<file path="src/rtl/fpu_div_arbiter_if.sv">
// ---------------------------------------------------------------------------
// fpu_div_arbiter_if : shared types plus requester/response/divider bundle
// Rev 1.0
// ---------------------------------------------------------------------------
`default_nettype none

package fpu_div_arbiter_pkg;
  typedef logic [15:0] fp16_t;
  typedef logic [3:0]  condCode_t;
  typedef logic [4:0]  opStatusFlag_t;
endpackage

interface fpu_div_arbiter_if
  import fpu_div_arbiter_pkg::*;
#(
  parameter type FP_T    = fp16_t,
  parameter int  NUM_REQ = 4
);
  logic [NUM_REQ-1:0]  reqValid;
  logic [NUM_REQ-1:0]  reqReady;
  FP_T  [NUM_REQ-1:0]  reqIn1;
  FP_T  [NUM_REQ-1:0]  reqIn2;
  logic [NUM_REQ-1:0]  respValid;
  logic [NUM_REQ-1:0]  respReady;
  FP_T                 respOut;
  condCode_t           respCondCodes;
  opStatusFlag_t       respFlags;
  logic                respTimeout;
  logic                busy;
  FP_T                 divIn1;
  FP_T                 divIn2;
  logic                divStart;
  logic                divAbort;
  FP_T                 divOut;
  logic                divDone;
  condCode_t           divCondCodes;
  opStatusFlag_t       divFlags;

  // Arbiter side
  modport master (
    input  reqValid, reqIn1, reqIn2, respReady,
           divOut, divDone, divCondCodes, divFlags,
    output reqReady, respValid, respOut, respCondCodes, respFlags, respTimeout,
           busy, divIn1, divIn2, divStart, divAbort
  );

  // Requesters and divider side
  modport slave (
    output reqValid, reqIn1, reqIn2, respReady,
           divOut, divDone, divCondCodes, divFlags,
    input  reqReady, respValid, respOut, respCondCodes, respFlags, respTimeout,
           busy, divIn1, divIn2, divStart, divAbort
  );
endinterface

`default_nettype wire

</file>
<file path="src/rtl/fpu_div_arbiter.sv">
// ---------------------------------------------------------------------------
// fpu_div_arbiter : round-robin sharing of one multi-cycle divider among
// NUM_REQ requesters. Optional watchdog: FPU_DIV_ARB_TIMEOUT_EN. Rev 1.0
// ---------------------------------------------------------------------------
`default_nettype none

module fpu_div_arbiter
  import fpu_div_arbiter_pkg::*;
#(
  parameter type FP_T           = fp16_t,
  parameter int  NUM_REQ        = 4,
  parameter int  TIMEOUT_CYCLES = 64
) (
  input  logic              clock,
  input  logic              resetN,
  fpu_div_arbiter_if.master bus
);

  localparam int IDX_W = $clog2(NUM_REQ);
  localparam int CW    = IDX_W + 1;

  if (NUM_REQ < 2 || NUM_REQ > 8) begin : g_bad_num_req
    $error("fpu_div_arbiter: NUM_REQ must be in 2..8");
  end
  if (TIMEOUT_CYCLES < 1) begin : g_bad_timeout
    $error("fpu_div_arbiter: TIMEOUT_CYCLES must be positive");
  end

  typedef enum logic [1:0] {
    ST_IDLE  = 2'd0,
    ST_ISSUE = 2'd1,
    ST_WAIT  = 2'd2,
    ST_RESP  = 2'd3
  } state_t;

  state_t              state;
  state_t              state_nxt;
  logic [IDX_W-1:0]    grant;
  logic [IDX_W-1:0]    last_grant;
  logic [IDX_W-1:0]    pick_idx;
  logic                pick_found;
  logic [NUM_REQ-1:0]  req_ready;
  logic [NUM_REQ-1:0]  resp_valid;
  logic                div_start;
  FP_T                 div_in1;
  FP_T                 div_in2;
  FP_T                 resp_out;
  condCode_t           resp_cc;
  opStatusFlag_t       resp_flags;

  // Search starts just after the last served requester so it ends up lowest.
  always_comb begin : rr_pick
    logic [CW-1:0] cand;
    cand       = '0;
    pick_found = 1'b0;
    pick_idx   = '0;
    for (int k = 1; k <= NUM_REQ; k++) begin
      cand = {1'b0, last_grant} + CW'(k);
      if (cand >= CW'(NUM_REQ)) begin
        cand = cand - CW'(NUM_REQ);
      end
      if (!pick_found && bus.reqValid[cand[IDX_W-1:0]]) begin
        pick_found = 1'b1;
        pick_idx   = cand[IDX_W-1:0];
      end
    end
  end

`ifdef FPU_DIV_ARB_TIMEOUT_EN
  localparam int CNT_W = $clog2(TIMEOUT_CYCLES + 1);
  logic [CNT_W-1:0] wait_cnt;
  logic             timeout_hit;
  logic             div_abort;
  logic             resp_timeout;
`endif

  always_ff @(posedge clock or negedge resetN) begin
    if (!resetN) begin
      state <= ST_IDLE;
    end else begin
      state <= state_nxt;
    end
  end

  always_comb begin : fsm_next
    state_nxt  = state;
    req_ready  = '0;
    resp_valid = '0;
    div_start  = 1'b0;
`ifdef FPU_DIV_ARB_TIMEOUT_EN
    timeout_hit = 1'b0;
`endif
    case (state)
      ST_IDLE: begin
        if (pick_found) begin
          req_ready[pick_idx] = 1'b1;
          state_nxt           = ST_ISSUE;
        end
      end
      ST_ISSUE: begin
        div_start = 1'b1;
        state_nxt = ST_WAIT;
      end
      ST_WAIT: begin
        if (bus.divDone) begin
          state_nxt = ST_RESP;
        end
`ifdef FPU_DIV_ARB_TIMEOUT_EN
        else if (wait_cnt == CNT_W'(TIMEOUT_CYCLES - 1)) begin
          timeout_hit = 1'b1;
          state_nxt   = ST_RESP;
        end
`endif
      end
      ST_RESP: begin
        resp_valid[grant] = 1'b1;
        if (bus.respReady[grant]) begin
          state_nxt = ST_IDLE;
        end
      end
      default: state_nxt = ST_IDLE;
    endcase
  end

  always_ff @(posedge clock or negedge resetN) begin
    if (!resetN) begin
      grant      <= '0;
      last_grant <= IDX_W'(NUM_REQ - 1);
      div_in1    <= '0;
      div_in2    <= '0;
      resp_out   <= '0;
      resp_cc    <= '0;
      resp_flags <= '0;
`ifdef FPU_DIV_ARB_TIMEOUT_EN
      resp_timeout <= 1'b0;
`endif
    end else begin
      if (state == ST_IDLE && pick_found) begin
        grant   <= pick_idx;
        div_in1 <= bus.reqIn1[pick_idx];
        div_in2 <= bus.reqIn2[pick_idx];
      end
      if (state == ST_WAIT) begin
        if (bus.divDone) begin
          resp_out   <= bus.divOut;
          resp_cc    <= bus.divCondCodes;
          resp_flags <= bus.divFlags;
`ifdef FPU_DIV_ARB_TIMEOUT_EN
          resp_timeout <= 1'b0;
        end else if (timeout_hit) begin
          resp_out     <= '0;
          resp_cc      <= '0;
          resp_flags   <= '0;
          resp_timeout <= 1'b1;
`endif
        end
      end
      if (state == ST_RESP && bus.respReady[grant]) begin
        last_grant <= grant;
      end
    end
  end

`ifdef FPU_DIV_ARB_TIMEOUT_EN
  // Counter is zeroed in ISSUE so the first WAIT cycle sees 0.
  always_ff @(posedge clock or negedge resetN) begin
    if (!resetN) begin
      wait_cnt  <= '0;
      div_abort <= 1'b0;
    end else begin
      div_abort <= timeout_hit;
      if (state == ST_ISSUE) begin
        wait_cnt <= '0;
      end else if (state == ST_WAIT) begin
        wait_cnt <= wait_cnt + 1'b1;
      end
    end
  end

  assign bus.divAbort    = div_abort;
  assign bus.respTimeout = resp_timeout;
`else
  assign bus.divAbort    = 1'b0;
  assign bus.respTimeout = 1'b0;
`endif

  assign bus.reqReady      = req_ready;
  assign bus.respValid     = resp_valid;
  assign bus.respOut       = resp_out;
  assign bus.respCondCodes = resp_cc;
  assign bus.respFlags     = resp_flags;
  assign bus.busy          = (state != ST_IDLE);
  assign bus.divIn1        = div_in1;
  assign bus.divIn2        = div_in2;
  assign bus.divStart      = div_start;

endmodule

`default_nettype wire

</file>
<file path="src/flat_wrapper.sv">
// flat-port wrapper written by rule: the top's interface ports become plain ports
module fpu_div_arbiter_flat import fpu_div_arbiter_pkg::*;
#(
  parameter type FP_T           = fp16_t,
  parameter int  NUM_REQ        = 4,
  parameter int  TIMEOUT_CYCLES = 64
)
  (clock, resetN, bus_reqValid, bus_reqIn1, bus_reqIn2, bus_respReady, bus_divOut, bus_divDone, bus_divCondCodes, bus_divFlags, bus_reqReady, bus_respValid, bus_respOut, bus_respCondCodes, bus_respFlags, bus_respTimeout, bus_busy, bus_divIn1, bus_divIn2, bus_divStart, bus_divAbort);
  fpu_div_arbiter_if #(.FP_T(FP_T), .NUM_REQ(NUM_REQ)) bus_i ();
  input  logic clock;
  input  logic resetN;
  input wire logic [$bits(bus_i.reqValid)-1:0] bus_reqValid;
  input wire logic [$bits(bus_i.reqIn1)-1:0] bus_reqIn1;
  input wire logic [$bits(bus_i.reqIn2)-1:0] bus_reqIn2;
  input wire logic [$bits(bus_i.respReady)-1:0] bus_respReady;
  input wire logic [$bits(bus_i.divOut)-1:0] bus_divOut;
  input wire logic [$bits(bus_i.divDone)-1:0] bus_divDone;
  input wire logic [$bits(bus_i.divCondCodes)-1:0] bus_divCondCodes;
  input wire logic [$bits(bus_i.divFlags)-1:0] bus_divFlags;
  output wire logic [$bits(bus_i.reqReady)-1:0] bus_reqReady;
  output wire logic [$bits(bus_i.respValid)-1:0] bus_respValid;
  output wire logic [$bits(bus_i.respOut)-1:0] bus_respOut;
  output wire logic [$bits(bus_i.respCondCodes)-1:0] bus_respCondCodes;
  output wire logic [$bits(bus_i.respFlags)-1:0] bus_respFlags;
  output wire logic [$bits(bus_i.respTimeout)-1:0] bus_respTimeout;
  output wire logic [$bits(bus_i.busy)-1:0] bus_busy;
  output wire logic [$bits(bus_i.divIn1)-1:0] bus_divIn1;
  output wire logic [$bits(bus_i.divIn2)-1:0] bus_divIn2;
  output wire logic [$bits(bus_i.divStart)-1:0] bus_divStart;
  output wire logic [$bits(bus_i.divAbort)-1:0] bus_divAbort;
  assign bus_i.reqValid = bus_reqValid;
  assign bus_i.reqIn1 = bus_reqIn1;
  assign bus_i.reqIn2 = bus_reqIn2;
  assign bus_i.respReady = bus_respReady;
  assign bus_i.divOut = bus_divOut;
  assign bus_i.divDone = bus_divDone;
  assign bus_i.divCondCodes = bus_divCondCodes;
  assign bus_i.divFlags = bus_divFlags;
  assign bus_reqReady = bus_i.reqReady;
  assign bus_respValid = bus_i.respValid;
  assign bus_respOut = bus_i.respOut;
  assign bus_respCondCodes = bus_i.respCondCodes;
  assign bus_respFlags = bus_i.respFlags;
  assign bus_respTimeout = bus_i.respTimeout;
  assign bus_busy = bus_i.busy;
  assign bus_divIn1 = bus_i.divIn1;
  assign bus_divIn2 = bus_i.divIn2;
  assign bus_divStart = bus_i.divStart;
  assign bus_divAbort = bus_i.divAbort;
  fpu_div_arbiter #(.FP_T(FP_T), .NUM_REQ(NUM_REQ), .TIMEOUT_CYCLES(TIMEOUT_CYCLES)) u_core (.clock(clock), .resetN(resetN), .bus(bus_i));
endmodule
</file>
<file path="config.mk">
export PLATFORM = sky130hd
export DESIGN_NAME = fpu_div_arbiter_flat
export DESIGN_NICKNAME = d
export VERILOG_FILES = /design/src/rtl/fpu_div_arbiter_if.sv /design/src/rtl/fpu_div_arbiter.sv /design/src/flat_wrapper.sv
export SDC_FILE = /design/constraint.sdc
export NUM_CORES = 1
export LEC_CHECK = 0
export ABC_CLOCK_PERIOD_IN_PS = 3570
export BUFFER_PORTS_ARGS = -buffer_cell sky130_fd_sc_hd__buf_4
export CORE_MARGIN = 1.5
export CORE_UTILIZATION = 33
export DETAILED_ROUTE_END_ITERATION = 8
export SLEW_MARGIN = 20
export SYNTH_ARGS = -nofsm -noshare
export SYNTH_HDL_FRONTEND = slang
export SYNTH_SLANG_ARGS = --single-unit
</file>
<file path="constraint.sdc">
create_clock -name clock -period 3.57 [get_ports clock]
set_input_delay 0.357 -clock clock [delete_from_list [all_inputs] [get_ports clock]]
set_output_delay 0.357 -clock clock [all_outputs]
set_load 0.005 [all_outputs]
</file>
==> results.sh, run 1 <==
export IMPL_hold_path_class="input port to asynchronous set/reset pin"
export IMPL_yosysTopAreaCell="dfrtp_1"
export IMPL_dpl_hpwl_mm=8.80
export IMPL_cts_setup_buffers=0
export IMPL_ios=233
export IMPL_pre_cts_ws_ns=1.05
export IMPL_final_area_mm2=0.00573
export IMPL_ys_warnings_count=0
export IMPL_drt_initial_drc_count=149
export IMPL_grt_pass1_wl_mm=18.3
export IMPL_worstPathArrival_ns=2.41
export IMPL_skew_ns=0.0134
export IMPL_tns_ns=0
export IMPL_start_util=0.339
export IMPL_clock_root_buffer="clkbuf_8"
export IMPL_synthToLayoutAreaGrowth_pct=55.0
export IMPL_grt_max_degree=66
export IMPL_max_clock_path_buffers=2
export IMPL_p_leak_nw=2.75
export IMPL_syn_area_per_cell_um2=10.1
export IMPL_mostFrequentLayoutCell="buf_4"
export IMPL_ir_drop_mv=0.312
export IMPL_clock_latency_ns=0.34
export IMPL_ys_seq_area_frac=0.428
export IMPL_setup_viol=0
export IMPL_ctsResizeCount=0
export IMPL_dieArea_mm2=0.0118
export IMPL_synth_area_mm2=0.00369
export IMPL_via_count=3644
export IMPL_maxSlewViolCount=0
export IMPL_nets=747
export IMPL_cts_htree_levels=3
export IMPL_crit_required_ns=3.21
export IMPL_vias_per_cell=5.03
export IMPL_die_width_um=109
export IMPL_detail_route_wl_per_cell_um=16.8
export IMPL_design_power_total_w=0.00419
export IMPL_startpoint_type="register"
export IMPL_cts_tree="built"
export IMPL_maxCapViolCount=0
export IMPL_crit_family="buffers and inverters"
export IMPL_synth_async_reset_ratio=1.00
export IMPL_core_area_mm2=0.0109
export IMPL_synth_top_area_frac=0.413
export IMPL_yosys_most_used_dff="dfrtp_1"
export IMPL_synth_edf_count=0
export IMPL_clk_pin_slew_ns=0.08
export IMPL_max_stage_delay_ns=0.61
export IMPL_antenna_cells=0
export IMPL_postSynthCellCount=364
export IMPL_worstPathCellList="mux2i_1 > a2bb2oi_4 > buf_4 > and2_1 > nor2_1 > buf_4"
export IMPL_synth_seq_cells=63
export IMPL_overflow=0
export IMPL_routabilityCongestion=0.773
export IMPL_crit_fanout=65
export IMPL_ant_nets=0
export IMPL_multi_input_area_mm2=0.00196
export IMPL_period_needed_ns=2.76
export IMPL_cp_slowest_cell="dfstp_2"
export IMPL_path_common_cell="buf_4"
export IMPL_tightest_slew_ns=1.02
export IMPL_cts_buffers=9
export IMPL_regArea_mm2=0.00158
export IMPL_firstDrtPassIters=4
export IMPL_grtUsageTotal=0.202
export IMPL_critPathCaptureType="output pin"
export IMPL_cp_num_buf_inv=2
export IMPL_port_buffers=230
export IMPL_place_area_mm2=0.00551
export IMPL_powerDensity_mw_per_mm2=731
export IMPL_slew_headroom=0.318
export IMPL_drc=0
export IMPL_row_count=38
export IMPL_mostFrequentLayoutCells="buf_4 (238), and3_1 (65), dfrtp_1 (61)"
export IMPL_die_y_um=109
export IMPL_max_freq_ghz=0.362
export IMPL_hold_viol=0
export IMPL_clock_sinks=63
export IMPL_status="complete, no violations"
export IMPL_grt_pass1_vias=3552
export IMPL_min_period_over_period=0.774
export IMPL_antenna_found_initial=0
export IMPL_critical_path_class="register to output pin"
export IMPL_synth_area_top_cells="dfrtp_1 (41%), and3_1 (11%), a211oi_2 (9.5%)"
export IMPL_routed_wl_mm=12.1
export IMPL_layout_drive_gt1_share=0.543
export IMPL_setup_ws_ns=0.806
export IMPL_rsz0062_at_grt="false"
export IMPL_fillers=1007
export IMPL_synth_cell_types=36
export IMPL_hold_buffers=0
[sequential cells by signal, indices dropped and copies added, names as in the netlist]
signal	cells
u_core.bus.divIn1	16
u_core.bus.divIn2	16
u_core.bus.respCondCodes	4
u_core.bus.respFlags	5
u_core.bus.respOut	16
u_core.grant	2
u_core.last_grant	2
u_core.state	2
[synthesized netlist by cell type (all sizes together), types with 4 or more instances]
cell	number
a211oi	64
and3	65
buf	20
clkbuf	15
dfrtp	61
ha	4
inv	4
mux2	27
nand2	6
nor2	39
nor3	32
[per-layer routing]
metal	GRT usage	part of all wire	up-vias
met3	0.0592	0.090	18
met5	0	0	-
met1	0.246	0.41	1691
li1	-	-	1778
met2	0.336	0.48	157
met4	0.0761	0.016	0
[report_power, final]
part           switching, W  internal (W)
clock network      0.000292      0.000395
logic               0.00103       0.00116
registers          0.000221       0.00109
[final timing paths]
path                                              from                           to  slack, ns  depth (start not counted)
worst max-delay path              u_core.last_grant[1]              bus_reqReady[3]       0.81                          6
worst min-delay path                            resetN        u_core.bus.divIn2[11]       0.10                          1
worst max register to register    u_core.last_grant[1]         u_core.bus.divIn2[7]       1.10                          6
worst min register to register  u_core.bus.respOut[11]       u_core.bus.respOut[11]       0.51                          1
max in group asynchronous                       resetN      u_core.bus.respFlags[3]       2.92                          1
min in group clock                 bus_divCondCodes[1]  u_core.bus.respCondCodes[1]       0.24                          2
[through the flow]
stage                     hold slack (ns)  utilization  cells
after floorplan                    0.0614            -    365
after global placement              0.489        0.506    708
after detailed placement            0.496        0.506    708
after CTS                           0.131        0.526    724
after global routing                0.175        0.526    724
final                               0.102        0.526    724
[area by class of cell]
class / instances / share of cell area
sequential: 63 / 0.276
tap: 140 / 0.0306
timing repair buffer: 238 / 0.312
multi-input combinational: 263 / 0.342
clock inverter: 5 / 0.0144
clock buffer: 11 / 0.0229
inverter: 4 / 0.00262
[cells by family (layout without fill, tap and decap cells)]
family                     after synthesis  after routing  synth area share
adders and majority gates                4              4            0.0136
muxes                                   29             29            0.0911
other                                    1              2           0.00102
buffers and inverters                   39            258            0.0545
DFF                                     63             63             0.428
AOI/OAI and AO/OA                       76             76             0.192
and+or+nand+nor                        152            152             0.221
Power figures use the tool's default switching activity.
==> run 2: changes to the inputs <==
- ABC_AREA: unset -> 1
- ABC_CLOCK_PERIOD_IN_PS: 3570 -> 2470
- PLACE_DENSITY: unset -> 0.65
- clock period: 3.57 -> 2.47 ns (I/O delays scaled with it)
==> run 2 against run 1 <==
  * The run now ends with hold timing left
  * Sequential power rose by 45%
  * Core utilization fell by 0.68 points
  * Setup slack got worse by 0.67 ns
  * Clock skew fell by 0.0078 ns
  * First-iteration DRC count rose by 100%
  * Cell area rose by 9.4%
  * Non-clock buffer count rose by 13
  * Worst hold slack got worse by 0.12 ns
  * Die area rose by 11%
  * Global-route usage rose by 0.53 points
  * Clock-buffer cell count rose by 2
  * Critical endpoint unchanged
  * Largest cell class unchanged
==> results.sh, run 2 <==
export IMPL_cts_htree_levels=3
export IMPL_clock_sinks=63
export IMPL_grtUsageTotal=0.207
export IMPL_fillers=1181
export IMPL_vias_per_cell=4.85
export IMPL_die_y_um=115
export IMPL_min_period_over_period=0.943
export IMPL_synth_async_reset_ratio=1.00
export IMPL_crit_required_ns=2.22
export IMPL_powerDensity_mw_per_mm2=1470
export IMPL_maxCapViolCount=0
export IMPL_cts_tree="built"
export IMPL_synth_seq_cells=63
export IMPL_synth_top_area_frac=0.371
export IMPL_setup_viol=0
export IMPL_dieArea_mm2=0.0131
export IMPL_overflow=0
export IMPL_cts_buffers=9
export IMPL_hold_ws_ns=-0.0128
export IMPL_core_area_mm2=0.0121
export IMPL_yosys_most_used_dff="dfrtp_1"
export IMPL_mostFrequentLayoutCell="buf_4"
export IMPL_period_needed_ns=2.33
export IMPL_design_power_total_w=0.00922
export IMPL_crit_fanout=13
export IMPL_port_buffers=230
export IMPL_ys_seq_area_frac=0.384
export IMPL_postSynthCellCount=519
export IMPL_clock_root_buffer="clkbuf_16"
export IMPL_max_freq_ghz=0.429
export IMPL_skew_ns=0.00561
export IMPL_grt_pass1_wl_mm=21.4
export IMPL_status="complete, but fails checks"
export IMPL_drt_initial_drc_count=298
export IMPL_ios=233
export IMPL_clock_latency_ns=0.33
export IMPL_maxSlewViolCount=0
export IMPL_synth_commonest_cells="nand2_1 (162), nand3_1 (147), dfrtp_1 (61), mux2_2 (25), nand3_2 (21)"
export IMPL_slew_headroom=0.461
export IMPL_pre_cts_ws_ns=0.199
export IMPL_rr_endpoint="u_core.bus.divIn1[9]"
export IMPL_setup_ws_ns=0.140
export IMPL_clk_pin_slew_ns=0.05
export IMPL_tns_ns=0
export IMPL_routabilityCongestion=0.915
export IMPL_grt_max_degree=64
export IMPL_antenna_cells=0
export IMPL_drc=0
export IMPL_critical_path_class="register to output pin"
export IMPL_ys_warnings_count=0
export IMPL_mostFrequentLayoutCells="buf_4 (249), nand2_1 (161), nand3_1 (146)"
export IMPL_yosysMostFrequentCell="nand2_1"
export IMPL_max_clock_path_buffers=2
export IMPL_start_util=0.341
export IMPL_grt_pass1_vias=4471
export IMPL_tightest_slew_ns=0.808
export IMPL_reg2regPathDepth=13
export IMPL_ant_nets=0
export IMPL_violations="hold timing"
export IMPL_ir_drop_mv=0.988
export IMPL_synth_area_top_cells="dfrtp_1 (37%), nand3_1 (18%), nand2_1 (15%)"
export IMPL_rr_startpoint="u_core.last_grant[1]"
export IMPL_synth_area_mm2=0.00411
export IMPL_yosysTopAreaCell="dfrtp_1"
export IMPL_startpoint_type="register"
export IMPL_hold_path_class="input port to asynchronous set/reset pin"
export IMPL_syn_area_per_cell_um2=7.92
export IMPL_worstPathArrival_ns=2.08
export IMPL_ff2ff_setup_slack_ns=0.21
export IMPL_synth_edf_count=0
export IMPL_antenna_found_initial=0
export IMPL_dpl_hpwl_mm=10.3
export IMPL_synthToLayoutAreaGrowth_pct=52.3
export IMPL_hold_buffers=0
export IMPL_nets=912
export IMPL_rsz0062_at_grt="false"
export IMPL_firstDrtPassIters=5
export IMPL_detail_route_wl_per_cell_um=14.9
export IMPL_layout_drive_gt1_share=0.455
export IMPL_hold_viol=8
export IMPL_critPathCaptureType="output pin"
export IMPL_row_count=40
export IMPL_routed_wl_mm=13.6
export IMPL_p_leak_nw=3.25
export IMPL_die_width_um=115
export IMPL_synth_cell_types=26
export IMPL_via_count=4446
## run 2: worst max-delay path, stage by stage (launching register included)
cell,delay [ns]
dfstp_2,0.61
inv_2,0.08
nand2_1,0.09
nand2_2,0.09
nand2_2,0.10
nand2_4,0.07
nor2_4,0.16
nand3_4,0.12
nand2_8,0.12
inv_8,0.06
nand2_2,0.09
a21oi_1,0.05
buf_4,0.13
## run 2: logic make-up after synthesis
family | count (synthesis) | synth area share
buffers and inverters | 56 | 0.0904
AND/OR/NAND/NOR | 359 | 0.428
other | 1 | 0.000912
flip-flops | 63 | 0.384
multiplexers | 25 | 0.0685
AO/OA/AOI/OAI | 11 | 0.0161
adder cells (fa/ha/maj) | 4 | 0.0122
## run 2: per-layer routing
metal	vias to the layer above	wire length, um	GRT usage
met1	2035	5300	0.237
met2	205	6590	0.353
met5	-	0	0
li1	2177	-	-
met4	0	327	0.0883
met3	29	1410	0.0683
## run 2: worst max path at each step
stage                          from  cells after the start         endpoint  slack [ns]
4_1_cts        u_core.last_grant[0]                     12  bus_reqReady[3]       0.005
3_5_place_dp   u_core.last_grant[0]                     12  bus_reqReady[3]        0.20
3_3_place_gp   u_core.last_grant[0]                     12  bus_reqReady[3]        0.30
5_1_grt        u_core.last_grant[0]                     12  bus_reqReady[3]        0.02
6_report       u_core.last_grant[1]                     12  bus_reqReady[3]        0.14
2_1_floorplan  u_core.last_grant[1]                     13  bus_reqReady[0]        0.55
## run 2: repair_timing
action                                  4_1_cts  5_1_grt
resized for setup                             3        8
pin swaps                                     0        4
endpoints found under the setup margin        3        3
buffers inserted                              3        5
## run 2: stage by stage
stage / utilization / cell area (um^2) / std cells
after floorplan: - / 4120 / 520
after global placement: 0.487 / 5870 / 893
after detailed placement: 0.487 / 5870 / 893
after CTS: 0.513 / 6190 / 912
after global routing: 0.519 / 6260 / 917
final: 0.519 / 6260 / 917
## run 2: report_power, final
part / internal, W / switching (W) / total, W
registers: 0.00159 / 0.000332 / 0.00192
clock network: 0.000807 / 0.000446 / 0.00125
logic: 0.00259 / 0.00346 / 0.00605
total: 0.00499 / 0.00423 / 0.00922
## run 2: final cells by class
type,count,area [um^2],share of cell area
clock buffer,13,250,0.0400
clock inverter,3,42.5,0.00679
inverter,18,75.1,0.0120
multi-input combinational,401,2200,0.351
sequential,63,1580,0.252
tap,168,210,0.0336
timing repair buffer,251,1910,0.305
